`config.mk`:
```
export PLATFORM = sky130hd
export DESIGN_NAME = df_start_ctrl
export DESIGN_NICKNAME = d
export VERILOG_FILES = /design/src/rtl/df_start_ctrl.sv
export SDC_FILE = /design/constraint.sdc
export NUM_CORES = 1
export LEC_CHECK = 0
export BUFFER_PORTS_ARGS = -buffer_cell sky130_fd_sc_hd__clkbuf_2
export CAP_MARGIN = 20
export CORE_MARGIN = 2
export CORE_UTILIZATION = 30
export DETAILED_ROUTE_END_ITERATION = 7
export GPL_TIMING_DRIVEN = 0
export PLACE_DENSITY = 0.51
export SYNTH_ARGS = -nofsm -noshare
export SYNTH_HDL_FRONTEND = slang
export SYNTH_SLANG_ARGS = --single-unit
```
`constraint.sdc`:
```
create_clock -name clk -period 2 [get_ports clk]
set_clock_uncertainty 0.15 [all_clocks]
set_input_delay 0.1 -clock clk [delete_from_list [all_inputs] [get_ports clk]]
set_output_delay 0.1 -clock clk [all_outputs]
set_load 0.01 [all_outputs]
```
`src/rtl/df_start_ctrl.sv`:
```
// Start-token controller: pops a token from the start FIFO, drives one ap_start/ap_done/ap_continue iteration per token.
// Optional token prefetch is enabled by defining DF_START_CTRL_PREFETCH_EN.
module df_start_ctrl #(
    parameter int DATA_WIDTH = 1,
    parameter int CNT_WIDTH  = 16
) (
    input  logic                  clk,
    input  logic                  reset,
    input  logic                  fifo_empty_n,
    output logic                  fifo_read,
    input  logic [DATA_WIDTH-1:0] fifo_dout,
    output logic                  ap_start,
    input  logic                  ap_ready,
    input  logic                  ap_done,
    output logic                  ap_continue,
    output logic [DATA_WIDTH-1:0] token_out,
    output logic                  done_valid,
    input  logic                  done_ack,
    output logic                  busy,
    output logic [CNT_WIDTH-1:0]  iter_count
);

    typedef enum logic [1:0] {
        S_IDLE     = 2'd0,
        S_START    = 2'd1,
        S_RUN      = 2'd2,
        S_COMPLETE = 2'd3
    } state_t;

    state_t                state_reg;
    logic [DATA_WIDTH-1:0] token_reg;
    logic [CNT_WIDTH-1:0]  count_reg;
    logic                  enter_complete;

    assign enter_complete = ((state_reg == S_START) && ap_ready && ap_done) ||
                            ((state_reg == S_RUN) && ap_done);

`ifdef DF_START_CTRL_PREFETCH_EN
    logic                  pf_valid_reg;
    logic [DATA_WIDTH-1:0] pf_data_reg;
    logic                  pf_pop;

    assign pf_pop    = ((state_reg == S_RUN) || (state_reg == S_COMPLETE)) &&
                       fifo_empty_n && !pf_valid_reg;
    // No pop during reset: the in-flight token is dropped, the FIFO head is kept.
    assign fifo_read = !reset &&
                       (((state_reg == S_IDLE) && fifo_empty_n && !pf_valid_reg) || pf_pop);
`else
    assign fifo_read = !reset && (state_reg == S_IDLE) && fifo_empty_n;
`endif

    always_ff @(posedge clk) begin
        if (reset) begin
            state_reg <= S_IDLE;
            token_reg <= '0;
            count_reg <= '0;
`ifdef DF_START_CTRL_PREFETCH_EN
            pf_valid_reg <= 1'b0;
            pf_data_reg  <= '0;
`endif
        end else begin
            if (enter_complete) begin
                count_reg <= count_reg + 1'b1;
            end
            case (state_reg)
                S_IDLE: begin
                    if (fifo_read) begin
                        token_reg <= fifo_dout;
                        state_reg <= S_START;
                    end
                end
                S_START: begin
                    if (ap_ready) begin
                        state_reg <= ap_done ? S_COMPLETE : S_RUN;
                    end
                end
                S_RUN: begin
                    if (ap_done) begin
                        state_reg <= S_COMPLETE;
                    end
                end
                S_COMPLETE: begin
                    if (done_ack) begin
`ifdef DF_START_CTRL_PREFETCH_EN
                        if (pf_valid_reg) begin
                            token_reg    <= pf_data_reg;
                            pf_valid_reg <= 1'b0;
                            state_reg    <= S_START;
                        end else if (pf_pop) begin
                            // Token popped on the leaving edge goes straight to execution.
                            token_reg <= fifo_dout;
                            state_reg <= S_START;
                        end else begin
                            state_reg <= S_IDLE;
                        end
`else
                        state_reg <= S_IDLE;
`endif
                    end
                end
                default: state_reg <= S_IDLE;
            endcase
`ifdef DF_START_CTRL_PREFETCH_EN
            if (pf_pop && !((state_reg == S_COMPLETE) && done_ack)) begin
                pf_valid_reg <= 1'b1;
                pf_data_reg  <= fifo_dout;
            end
`endif
        end
    end

    assign ap_start    = (state_reg == S_START);
    assign ap_continue = (state_reg == S_COMPLETE);
    assign done_valid  = (state_reg == S_COMPLETE);
    assign busy        = (state_reg != S_IDLE);
    assign token_out   = token_reg;
    assign iter_count  = count_reg;

endmodule
```
==> results of run 1 <==
-- final cells by class --
class | count | area, µm²
Buffer | 4 | 22.5
Timing Repair Buffer | 37 | 215
Clock buffer | 4 | 26.3
Inverter | 5 | 23.8
Sequential cell | 19 | 389
Fill cell | 345 | 1750
Tap cell | 44 | 55.1
Multi-Input combinational cell | 82 | 617
-- stage by stage --
stage,instances,power [µW],util (%),setup TNS [ns],cell area (µm²)
global placement,182,822,38.1,-0.281,1180
floorplan,110,728,-,0,988
finish,195,1190,43.5,0,1350
detailed placement,182,834,38.1,-0.495,1180
global route,195,1280,43.5,-0.00500,1350
CTS,189,1080,40.8,0,1260
-- final timing paths --
path,slack (ns),cells after the start,endpoint,start
max,0.05,6,iter_count[15],state_reg[1]
min,0.005,3,iter_count[1],ap_done
max reg2reg,0.05,6,iter_count[15],state_reg[1]
min reg2reg,0.32,2,token_out,token_out
-- placed cells by master, fill, tap and decap left out, drive strengths merged --
cell type / count
or4: 1
nor2: 11
nand3: 7
a21o: 1
o21ai: 5
a21oi: 8
nor4b: 2
ha: 6
nor3: 2
a2111oi: 1
or3: 6
nand4: 3
and2b: 1
clkbuf: 33
nor3b: 1
and4: 1
a211oi: 1
a221oi: 1
mux2i: 1
nand3b: 1
nor4: 2
xnor2: 7
nand2: 7
buf: 9
dfxtp: 19
o31ai: 1
nor2b: 2
dlygate4sd3: 3
inv: 5
xor2: 3
-- worst min-delay path: stages --
cell	delay, ns
clkbuf_2	0.15
nand3_1	0.11
a21oi_1	0.06
-- cell families (layout without fill, tap and decap cells) --
family,count (synthesis),in the layout
adders and majority gates,6,6
buffers and inverters,9,50
and+or+nand+nor,47,47
muxes,1,1
DFF,19,19
xor gates and xnor gates,10,10
AOI/OAI and AO/OA,18,18
-- metal layers --
| layer | global-route usage, % | up-vias | share of wire, % |
|---|---|---|---|
| li1 | - | 469 | - |
| met1 | 15.3 | 423 | 47 |
| met2 | 22.6 | 22 | 48 |
| met3 | 4.41 | 2 | 4.7 |
| met4 | 3.04 | 0 | 0.67 |
| met5 | 0 | - | 0 |
-- power by group through the flow --
stage / Clock (µW) / Sequential, µW / Combinational [µW]
CTS: 208 / 445 / 430
global placement: 0 / 443 / 379
floorplan: 0 / 443 / 285
detailed placement: 0 / 444 / 390
finish: 197 / 461 / 531
global route: 224 / 466 / 587
-- repair_timing --
action,in CTS,in global routing
buffers inserted,0,6
endpoints found under the hold margin,1,0
gates resized for setup,9,13
pin swaps,0,5
hold buffers,3,0
setup endpoints to repair,5,6
==> results.toml, run 1 <==
[final_layout]
nNetsFinal = 165
layout-drive-gt1-share_pct = 37.7
largest_reg_flops = 16
antenna_cells = 0
syn2layout_area_growth_pct = 36.5

[cts]
insertion_delay_ns = 0.30
clock_path_buffers = 2
numCtsBuffers = 3
cts_sinks = 19
htreeDepth = 1
clk_pin_slew_ns = 0.11
clk_root_buffer_cell = "clkbuf_4"
cts_tree = "yes"

[logic_synthesis]
synth-compound-area-share_pct = 12.5
syn-num-nets = 123
yosys.area.top_type = "dfxtp_1"
netlist.area_leader.share_pct = 38.5
syn_area_per_cell_um2 = 8.99
synth_common_cells = "19 x dfxtp_1, 11 x nor2_1, 8 x a21oi_1"
synthSimpleGateAreaFrac_pct = 27.7
synth_cells = 110
synth_mux_area_share_pct = 1.01
synthAdderAreaFrac_pct = 7.59
synth_top_family_by_area = "simple AND/OR/NAND/NOR gates"
ys.flop_type = "dfxtp_1"
synthMostInstantiatedCell = "dfxtp_1"
yosysSeqAreaShare_pct = 38.5
synth-edff-count = 0
synth_area_leaders = "dfxtp_1 38%, ha_1 7.6%, xnor2_1 6.2%"
netlist_area_um2 = 988
synth-xor-area-share_pct = 8.86
async_reset_ff_share_pct = 0
synth_cell_types = 33
ys_warn_count = 0
synth_seq_cells = 19

[power_and_ir_drop]
p_comb_share_pct = 44.7
irDropWorstVdd_mv = 0.443
powerDensity_mw_per_mm2 = 881
internal_power_uw = 764
power.switching_uw = 425
pwr-share-clk_pct = 16.6
p_leak_uw = 0.000539
swShare_pct = 35.7
seqPwrFrac_pct = 38.7

[floorplan]
start_util_pct = 31.9
die_y_um = 61.4
die_w_um = 61.4
num_rows = 20
pin_count = 29
dieArea_mm2 = 0.00377
coreArea_mm2 = 0.00310

[min_path]
hold_class = "in2reg"

[setup_path]
crit_required_ns = 2.09
path_delay_family = "simple AND/OR/NAND/NOR gates"
arrival_ns = 2.04
cp-start-kind = "flip-flop"
path_cells = "inv_4 > ha_4 > a21oi_1 > or3_4 > or4_1 > a21oi_2"
crit_slowest_cell = "or4_1"
critPathKind = "reg2reg"
cpPeakStageDelay_ns = 0.49
crit_path_end_kind = "flip-flop"
critPathMaxFanout = 5
path_buf_inv = 1

[global_route]
grt_first_pass_wirelength_um = 3600
grt_pass1_vias = 847
antenna_found_initial = 0
grt_overflow = 0
grt_max_degree = 11
track_usage_pct = 12.9

[sta]
holdWs_ns = 0.00499
finalMaxSlewViolations = 0
finalHoldViolations = 0
worstMarginPinSlew_ns = 0.525
fin_ws_ns = 0.0515
setup_violations = 0
period_needed_ns = 1.95
min_period_over_period_pct = 97.4
fmax_mhz = 513
relSlewSlack_pct = 65.0

[placement]
gp_congestion = 0.748
hpwl_um = 1620
dp_slack_ns = -0.162
numPortBuffers = 28

[drt]
dr.pass1.iters = 2
drt_iter0_markers = 25
viasPerCell = 4.70
route.detailed.drc = 0
wl_per_cell_um = 11.5
ant_nets = 0
wl_um = 2250
num_vias = 916

[run_status]
status = "complete, no violations"

[flow_run]
cap_violations = 0
No activity file was read; power rests on OpenSTA's default activity.
==> run 2: changes to the inputs <==
CORE_UTILIZATION = 35   (was 30)
PLACE_DENSITY = 0.58   (was 0.51)
==> run 2 against run 1 <==
  * Power decreased by 4.6%
  * Clock-buffer cell count fell by 1
  * Routed wire length down 8.6%
  * Critical path type unchanged
  * Cell count shrank 8.2%
  * Sequential share of layout area up 0.83 points
  * Via count increased by 1.2%
  * Critical endpoint unchanged
  * Die area down 13%
  * Combinational power shrank 11%
  * Cell area decreased by 2.8%
  * Global-route usage up 0.70 points
==> results.toml, run 2 (synthesis results as in run 1) <==
[run_status]
status = "complete, no violations"

[placement]
numPortBuffers = 28
hpwl_um = 1530
gp_congestion = 0.782
place_area_mm2 = 0.00117
place_inst = 169

[final_layout]
final_cell_mix = "28 x clkbuf_2, 16 x dfxtp_1, 11 x nor2_1"
largest_reg_flops = 16
multi_input_comb_area_um2 = 617
final_common_cell = "clkbuf_2"
finalNonFillerCells = 179
syn2layout_area_growth_pct = 32.7
antenna_cells = 0
fin_area_mm2 = 0.00131
register_area_um2 = 389
nNetsFinal = 162
fin_util_pct = 48.4
fillers = 261
layout-drive-gt1-share_pct = 35.8

[global_route]
track_usage_pct = 13.6
grt_first_pass_wirelength_um = 3430
grt_pass1_vias = 797
antenna_found_initial = 0
grt_max_degree = 12
grt_overflow = 0

[power_and_ir_drop]
powerDensity_mw_per_mm2 = 865
p_leak_uw = 0.000528
irDropWorstVdd_mv = 0.520
power.total_uw = 1130

[setup_path]
critPathMaxFanout = 7
r2r_slack_ns = 0.1
arrival_ns = 1.99
crit_required_ns = 2.09
cp-start-kind = "flip-flop"
critPathKind = "reg2reg"
crit_path_end_kind = "flip-flop"

[drt]
viasPerCell = 5.18
wl_um = 2060
dr.pass1.iters = 4
route.detailed.drc = 0
num_vias = 927
ant_nets = 0
wl_per_cell_um = 11.5
drt_iter0_markers = 14

[sta]
period_needed_ns = 1.90
relSlewSlack_pct = 70.2
fmax_mhz = 526
finalMaxSlewViolations = 0
finalHoldViolations = 0
min_period_over_period_pct = 95.0
rsz0062_at_grt = "no"
worstMarginPinSlew_ns = 0.448
setup_violations = 0

[floorplan]
num_rows = 19
dieArea_mm2 = 0.00326
die_y_um = 57.1
die_w_um = 57.1
start_util_pct = 36.5
coreArea_mm2 = 0.00271
pin_count = 29

[cts]
clk_root_buffer_cell = "clkbuf_4"
htreeDepth = 1
numCtsBuffers = 3
cts_sinks = 19
clk_pin_slew_ns = 0.11
cts_tree = "yes"
insertion_delay_ns = 0.30
clock_path_buffers = 2

[flow_run]
cap_violations = 0

[min_path]
hold_class = "in2reg"
==> run 2: layout make-up <==
cell class,count,share of cell area [%]
multi-input cells,82,47.0
repair buffers,34,14.7
clock inverters,1,0.382
flip-flops and latches,19,29.7
inverters,5,1.81
plain buffers,4,1.72
well taps,31,2.96
clock buffers,3,1.72
==> run 2: what timing repair did <==
item,CTS,global route
endpoints found under the hold margin,1,0
resized for setup,10,10
gates cloned,0,0
hold buffers,3,0
endpoints found under the setup margin,5,5
buffers inserted,0,3
pin swaps,0,3
==> run 2: path summary, 6_finish.rpt <==
check                                   start             end  cells after the start
worst max-delay path            iter_count[3]  iter_count[15]                      4
worst min-delay path                  ap_done   iter_count[1]                      3
worst max register to register  iter_count[3]  iter_count[15]                      4
worst min register to register      token_out       token_out                      2
==> run 2: metrics by stage <==
stage	hold WS (ns)	setup slack (ns)	setup TNS [ns]
finish	0.00616	0.0995	0
global route	0.0466	0.00298	0
CTS	0.00104	0.00620	0
detailed placement	0.205	-0.130	-0.409
global placement	0.192	-0.0996	-0.233
floorplan	0.0975	0.00118	0
==> run 2: critical path: stages, from the launching register on <==
cell and delay, ns:
dfxtp_1 0.44, nand4_1 0.23, or3_4 0.40, or4_1 0.47
a21oi_1 0.14
==> run 2: layer usage <==
| metal | global-route usage (%) | share of wire [%] | up-vias |
|---|---|---|---|
| met2 | 22.3 | 47 | 25 |
| met5 | 0 | 0 | - |
| met1 | 16.0 | 46 | 432 |
| met3 | 3.63 | 4.8 | 4 |
| li1 | - | - | 466 |
| met4 | 7.97 | 2.1 | 0 |
==> run 2: report_power, final <==
group / internal [µW] / total [µW] / switching, µW
sequential: 417 / 464 / 46.8
combinational: 229 / 474 / 244
clock: 74.6 / 196 / 121
total: 721 / 1130 / 412
==> run 3: changes to the inputs <==
CELL_PAD_IN_SITES_DETAIL_PLACEMENT = 0   (was not set)
CELL_PAD_IN_SITES_GLOBAL_PLACEMENT = 2   (was not set)
CORE_UTILIZATION = 28   (was 35)
CTS_BUF_LIST = sky130_fd_sc_hd__clkbuf_8   (was not set)
PLACE_DENSITY = 0.75   (was 0.58)
==> run 3 against run 2 <==
  * Global-route usage shrank 1.8 points
  * Flip-flop and latch count unchanged
  * Combinational power up 4%
  * Clock-buffer cell count stayed put
  * Sequential power shrank 3%
  * Utilization fell by 8.6 points
  * Worst setup slack lost 0.024 ns
  * Power increased by 6.7%
  * Via count fell by 1.5%
  * Sequential share of layout area shrank 1.1 points
  * Critical path type unchanged
  * Largest power group unchanged
==> results.toml, run 3 (synthesis results as in run 1) <==
[global_route]
grt_overflow = 0
antenna_found_initial = 0
grt_max_degree = 11
grt_first_pass_wirelength_um = 3840
track_usage_pct = 11.8
grt_pass1_vias = 843

[floorplan]
dieArea_mm2 = 0.00402
coreArea_mm2 = 0.00336
die_y_um = 63.4
die_w_um = 63.4
start_util_pct = 29.4
pin_count = 29
num_rows = 21

[placement]
gp_congestion = 0.761
numPortBuffers = 28
place_area_mm2 = 0.00119
hpwl_um = 1620
place_inst = 184

[cts]
cts_tree = "yes"
htreeDepth = 1
clock_path_buffers = 2
clk_pin_slew_ns = 0.07
insertion_delay_ns = 0.26
numCtsBuffers = 3
clk_root_buffer_cell = "clkbuf_8"
cts_sinks = 19

[sta]
period_needed_ns = 1.92
min_period_over_period_pct = 96.2
worstMarginPinSlew_ns = 0.494
finalSetupTns_ns = 0
fmax_mhz = 520
finalMaxSlewViolations = 0
setup_violations = 0
rsz0062_at_grt = "yes"
relSlewSlack_pct = 67.0
finalHoldViolations = 0

[drt]
ant_nets = 0
num_vias = 913
drt_iter0_markers = 21
wl_um = 2240
route.detailed.drc = 0
wl_per_cell_um = 11.4
dr.pass1.iters = 4
viasPerCell = 4.66

[final_layout]
largest_reg_flops = 16
syn2layout_area_growth_pct = 35.3
final_common_cell = "clkbuf_2"
finalNonFillerCells = 196
final_cell_mix = "28 x clkbuf_2, 17 x dfxtp_1, 11 x nor2_1"
fin_area_mm2 = 0.00134
antenna_cells = 0
layout-drive-gt1-share_pct = 36.0
fillers = 369
nNetsFinal = 164

[min_path]
min-delay-start = "ap_done"
hold_class = "in2reg"

[setup_path]
startpoint = "state_reg[0]"
reg2reg_from = "state_reg[0]"
arrival_ns = 1.97
critPathKind = "reg2reg"
critPathMaxFanout = 5
crit_path_end_kind = "flip-flop"
cp-start-kind = "flip-flop"
crit_required_ns = 2.04

[run_status]
status = "complete, no violations"

[power_and_ir_drop]
power.total_uw = 1210
powerDensity_mw_per_mm2 = 904
p_leak_uw = 0.000541
irDropWorstVdd_mv = 0.484

[flow_run]
cap_violations = 0
-- run 3: worst paths after layout --
kind | end | slack (ns) | cells past startpoint
worst max-delay path | iter_count[15] | 0.08 | 6
worst min-delay path | iter_count[1] | 0.05 | 3
worst max register to register | iter_count[15] | 0.08 | 6
worst min register to register | token_out | 0.32 | 2
-- run 3: final cells by class --
cell class | count | area [µm²] | share of cell area (%)
tap | 46 | 57.6 | 4.30
buffer | 4 | 22.5 | 1.68
clock buffer | 3 | 41.3 | 3.09
timing repair buffer | 36 | 208 | 15.5
clock inverter | 1 | 3.75 | 0.281
sequential | 19 | 383 | 28.6
multi-input combinational | 82 | 601 | 44.9
inverter | 5 | 21.3 | 1.59
-- run 3: per-layer routing --
layer	vias up	global-route usage, %	part of all wire, %
li1	465	-	-
met1	421	15.2	48
met2	22	19.5	46
met3	5	3.57	4.7
met4	0	2.45	0.94
met5	-	0	0
-- run 3: repair_timing --
action	in CTS	in global routing
resized for setup	8	7
hold endpoints to repair	1	0
setup endpoints to repair	6	6
pin swaps	1	2
hold buffers	3	0
buffers inserted	1	4
-- run 3: through the flow --
step	hold slack, ns	setup slack (ns)	utilization [%]
after floorplan	0.0975	0.00118	-
after global placement	0.193	-0.127	35.3
after detailed placement	0.202	-0.179	35.3
after CTS	0.0560	0.0136	38.4
after global routing	0.0647	-0.0224	39.8
final	0.0521	0.0759	39.8
-- run 3: report_power, final --
part           switching [µW]  total [µW]  internal [µW]  leakage [µW]
clock network             129         266            137     0.0000269
registers                40.6         450            410      0.000154
logic                     244         493            249      0.000360
total                     414        1210            796      0.000541
-- run 3: critical path: stages (launching register included) --
cell and delay [ns]:
dfxtp_2 0.35, inv_2 0.08, ha_2 0.19, a21oi_1 0.06, or3_4 0.41, or4_4 0.49
a21oi_2 0.13
